## src/rtl/fwd_hazard_unit.sv

```systemverilog
// fwd_hazard_unit: tracks destination-register metadata for the ID/EX,
// EX/MEM and MEM/WB slots. It produces EX operand forward selects, detects
// load-use hazards (one-cycle ID stall plus bubble) and counts stall cycles.
// Only register indices and control bits pass through this block.
module fwd_hazard_unit (
  input  logic        clk,
  input  logic        rst_n,
  input  logic        id_valid,
  input  logic [4:0]  id_rs1,
  input  logic [4:0]  id_rs2,
  input  logic        id_rs1_used,
  input  logic        id_rs2_used,
  input  logic [4:0]  id_rd,
  input  logic        id_reg_write,
  input  logic        id_mem_read,
  input  logic        ex_flush,
  output logic [1:0]  fwd_a_sel,
  output logic [1:0]  fwd_b_sel,
  output logic        stall,
  output logic        ex_valid,
  output logic [31:0] stall_count
);

  localparam logic [1:0] SEL_RF    = 2'd0;
  localparam logic [1:0] SEL_EXMEM = 2'd1;
  localparam logic [1:0] SEL_MEMWB = 2'd2;

  typedef struct packed {
    logic       valid;
    logic [4:0] rs1;
    logic [4:0] rs2;
    logic       rs1_used;
    logic       rs2_used;
    logic [4:0] rd;
    logic       reg_write;
    logic       mem_read;
  } idex_t;

  typedef struct packed {
    logic       valid;
    logic [4:0] rd;
    logic       reg_write;
    logic       mem_read;
  } exmem_t;

  typedef struct packed {
    logic       valid;
    logic [4:0] rd;
    logic       reg_write;
  } memwb_t;

  idex_t       idex_q;
  idex_t       idex_d;
  exmem_t      exmem_q;
  memwb_t      memwb_q;
  logic [31:0] stall_count_q;
  logic        load_use;

  // A slot is a forwarding source for r only if it really writes r; x0 never is.
  function automatic logic slot_writes(input logic valid, input logic reg_write,
                                       input logic [4:0] rd, input logic [4:0] r);
    return valid && reg_write && (rd == r) && (rd != 5'd0);
  endfunction

  // Load-use hazard: the load in ID/EX produces a register the ID instruction reads.
  always_comb begin
    // NOTE: every always_comb output gets a default first so no path can infer a latch.
    load_use = 1'b0;
    if (idex_q.valid && idex_q.mem_read && (idex_q.rd != 5'd0)) begin
      load_use = (id_rs1_used && (id_rs1 == idex_q.rd)) ||
                 (id_rs2_used && (id_rs2 == idex_q.rd));
    end
    // A flush kills the ID instruction, so there is nothing left to stall for.
    stall = id_valid && !ex_flush && load_use;
  end

  // Next ID/EX contents: the ID instruction, or an all-zero bubble.
  always_comb begin
    idex_d = '0;
    if (id_valid && !stall && !ex_flush) begin
      idex_d.valid     = 1'b1;
      idex_d.rs1       = id_rs1;
      idex_d.rs2       = id_rs2;
      idex_d.rs1_used  = id_rs1_used;
      idex_d.rs2_used  = id_rs2_used;
      idex_d.rd        = id_rd;
      idex_d.reg_write = id_reg_write;
      idex_d.mem_read  = id_mem_read;
    end
  end

  // Slot advance and saturating stall counter; older slots never stall.
  always_ff @(posedge clk) begin
    // NOTE: sequential state uses non-blocking assignments so every slot samples the old values.
    if (!rst_n) begin
      idex_q        <= '0;
      exmem_q       <= '0;
      memwb_q       <= '0;
      stall_count_q <= '0;
    end else begin
      idex_q            <= idex_d;
      exmem_q.valid     <= idex_q.valid;
      exmem_q.rd        <= idex_q.rd;
      exmem_q.reg_write <= idex_q.reg_write;
      exmem_q.mem_read  <= idex_q.mem_read;
      memwb_q.valid     <= exmem_q.valid;
      memwb_q.rd        <= exmem_q.rd;
      memwb_q.reg_write <= exmem_q.reg_write;
      if (stall && (stall_count_q != 32'hFFFF_FFFF)) begin
        stall_count_q <= stall_count_q + 32'd1;
      end
    end
  end

  // Operand forward selects; EX/MEM wins over MEM/WB as the younger producer.
  always_comb begin
    fwd_a_sel = SEL_RF;
    fwd_b_sel = SEL_RF;
    if (idex_q.valid && idex_q.rs1_used) begin
      if (slot_writes(exmem_q.valid, exmem_q.reg_write, exmem_q.rd, idex_q.rs1)) begin
        fwd_a_sel = SEL_EXMEM;
      end else if (slot_writes(memwb_q.valid, memwb_q.reg_write, memwb_q.rd, idex_q.rs1)) begin
        fwd_a_sel = SEL_MEMWB;
      end
    end
    if (idex_q.valid && idex_q.rs2_used) begin
      if (slot_writes(exmem_q.valid, exmem_q.reg_write, exmem_q.rd, idex_q.rs2)) begin
        fwd_b_sel = SEL_EXMEM;
      end else if (slot_writes(memwb_q.valid, memwb_q.reg_write, memwb_q.rd, idex_q.rs2)) begin
        fwd_b_sel = SEL_MEMWB;
      end
    end
  end

  // A load sitting in EX/MEM has no data yet, so it must never be selected.
  always_ff @(posedge clk) begin
    if (rst_n) begin
      assert (!(exmem_q.valid && exmem_q.mem_read) ||
              ((fwd_a_sel != SEL_EXMEM) && (fwd_b_sel != SEL_EXMEM)));
    end
  end

  assign ex_valid    = idex_q.valid;
  assign stall_count = stall_count_q;

endmodule

```

## config.mk

```make
export PLATFORM = sky130hd
export DESIGN_NAME = fwd_hazard_unit
export DESIGN_NICKNAME = d
export VERILOG_FILES = /design/src/rtl/fwd_hazard_unit.sv
export SDC_FILE = /design/constraint.sdc
export NUM_CORES = 1
export LEC_CHECK = 0
export CORE_UTILIZATION = 28
export CTS_CLUSTER_DIAMETER = 100
export DETAILED_ROUTE_END_ITERATION = 6
export PLACE_DENSITY_LB_ADDON = 0.05
export SLEW_MARGIN = 20
export SYNTH_ARGS = -nofsm -noshare
export SYNTH_HDL_FRONTEND = slang
export SYNTH_SLANG_ARGS = --single-unit
```

## constraint.sdc

```tcl
create_clock -name clk -period 4.74 [get_ports clk]
set_input_delay 0.948 -clock clk [delete_from_list [all_inputs] [get_ports clk]]
set_output_delay 0.948 -clock clk [all_outputs]
set_load 0.1 [all_outputs]
```

==> metrics.txt <==
Worst EP arrival 2.72 ns; Final Wtd Congestion 0.8151; Crit Path Max Fanout 4; number of antenna diodes 0; Worst setup EP type output pin; Hold-fix buffers, CTS 0; number of max-cap violations 0; GRT Overall Usage 0.1417; Leak 1.358 nW; register area share after synthesis 0.4384; Max Freq 272.8 MHz; final worst-path cycle share 0.7732; Die W 105.8 um; number of enable flip-flop cells after synthesis 0; Yosys Warn Count 0; Yosys cell types 44; WS Path Type register to output pin; proportion of synthesized area in mux cells 0.01328; Post-synth ARST share 0; total power 1.067 mW; max-slew violation count 0; post-synthesis compound-gate area fraction 0.1092; PortBufs 60; average size of a mapped cell 8.891 sq um; Wirelength per Cell 13.85 um; top cell types by occurrence after synthesis dfxtp_1, and2_1, nand2_1; Rel. slew slack 0.3386; slowest stage delay, CP 1.13 ns; status completed; clock transition at the registers of the reported paths 0.08 ns; H-Tree Depth 3; top cell type's share of synthesized area 0.4384; Setup TNS 0 ns; vias in the first global route 2442; Fin. Hold Viols 0; fin crit period 3.665 ns; Crit-path slowest cell clkdlybuf4s50_1; Starting Density 0.2907; setup repair after global routing missed its margin no; xor/xnor share of the synthesized area 0.09298; Post-Syn Area 3014 sq um; final setup violation count 0; Starting DRT DRC Count 73; first-pass GRT wire length 12.33 mm; Area contributors post-synth dfxtp_1, xnor2_1, and2_1, a21oi_1, nand2_1; Vias 2569; syn nets 363; final core area utilization 0.3802; IO Count 61; Peak supply drop 0.1272 mV; count leader, synth dfxtp_1; Post-Route WL 7.521 mm; grt ovf 0; clk sinks 66; Main synth FF type dfxtp_1; number of routed nets with antenna violations 0; Worst-Skew Late Latency 0.34 ns; CTS tree done; Avg Vias per Cell 4.731; Final nets 426; critical path cell sequence or4_1 -> o211ai_1 -> nor4_1 -> nand3_1 -> nor2_1 -> clkdlybuf4s50_1; FF+latch count, synth 66; share of cells above drive strength 1 0.08108; adder and majority gate portion of the synthesized area 0.004151; Startpoint Class register; number of buffers created by CTS 9; cts repair resizes 0; worst-margin pin slew 0.9890 ns; Clock Path Buffers 2; simple-gate share of the synthesized area 0.3084; Worst EP required 3.79 ns; Die ar. 11180 sq um; core footprint 10370 sq um; main combinational cell family by area after synthesis simple AND/OR/NAND/NOR gates; P per Cell Area 270.7 nW/um^2; DIE HEIGHT 105.8 um; worst min path class register to register; row count 37; Area Growth Syn to Fin 30.80%; post-synth top area cell dfxtp_1; First-pass DRT Iterations 4; Post-CTS Setup Bufs 0; drt drc 0; Clock Skew 0.009865 ns; clock root cell clkbuf_8; pin count of the biggest net entering global routing 29; Cells after Synth 339; initial antenna violation count 0; DP Wirelength 5.509 mm
==> power breakdown <==
part           internal (mW)  switching (mW)
Sequential             0.561         0.00653
Clock                  0.220           0.225
Combinational         0.0313          0.0236
Total                  0.812           0.255
==> area by class of cell <==
cell class / instances / area [sq um]
clock buffers: 11 / 151.4
clock inverters: 5 / 38.79
well taps: 136 / 170.2
fillers: 1101 / 6427
flip-flops and latches: 66 / 1321
multi-input cells: 252 / 1592
inverters: 9 / 33.78
repair buffers: 64 / 635.6
==> path summary, 6_finish.rpt <==
path | start | end | slack, ns | cells after the start
worst max-delay path | exmem_q[3] | fwd_b_sel[0] | 1.07 | 6
worst min-delay path | idex_q[1] | exmem_q[1] | 0.44 | 1
worst max register to register | stall_count[5] | stall_count[30] | 2.18 | 6
worst min register to register | idex_q[1] | exmem_q[1] | 0.44 | 1
==> cell families (layout without fill, tap and decap cells) <==
logic type | count (synthesis) | count (layout)
and+or+nand+nor | 158 | 158
DFF | 66 | 66
AOI/OAI and AO/OA | 57 | 57
xor gates and xnor gates | 32 | 32
buffers and inverters | 21 | 89
muxes | 4 | 4
adders and majority gates | 1 | 1
==> metal layers <==
metal	vias to the layer above	wire length [um]	global-route usage
met5	-	0	0
met4	0	82	0.06250
met3	8	239	0.03154
met2	40	3283	0.2129
met1	1190	3914	0.1932
li1	1331	-	-
==> critical path: cells and delay by family, from the launching register on <==
kind | cells | cell delay, ns
buf+inv | 1 | 1.13
simple gates | 4 | 0.73
flops | 1 | 0.42
compound gates | 1 | 0.10
==> flip-flops by register name, indices dropped and copies added (netlist names) <==
register and flops:
ex_valid 1, memwb_q 7, stall_count 32, idex_q 19, exmem_q 7
==> metrics by stage <==
stage | setup slack (ns) | cells | hold WS, ns | instance area, sq um
finish | 1.075 | 543 | 0.4357 | 3943
detailed placement | 1.093 | 527 | 0.4169 | 3752
CTS | 1.036 | 543 | 0.4348 | 3943
floorplan | 1.325 | 339 | 0.4119 | 3014
global placement | 1.122 | 527 | 0.4193 | 3752
global route | 0.9190 | 543 | 0.4932 | 3943
==> placed cells by master (no fill, tap or decap), drive strengths merged, types with 2 or more instances in the layout <==
cell and instances:
or2 3, xnor2 24, and3b 2, nor2 11, nor4 6, clkinv 5, nor3 5, and3 7
nand3 18, clkbuf 11, or3 17, buf 7, xor2 8, nand2 27, and2 32, dfxtp 66
inv 8, nand4 10, a21oi 26, mux2i 4, o31ai 9, nand2b 4, or4 10, and4 3
o211ai 3, o21ai 15, clkdlybuf4s50 57
No activity file was read; power rests on OpenSTA's default activity.
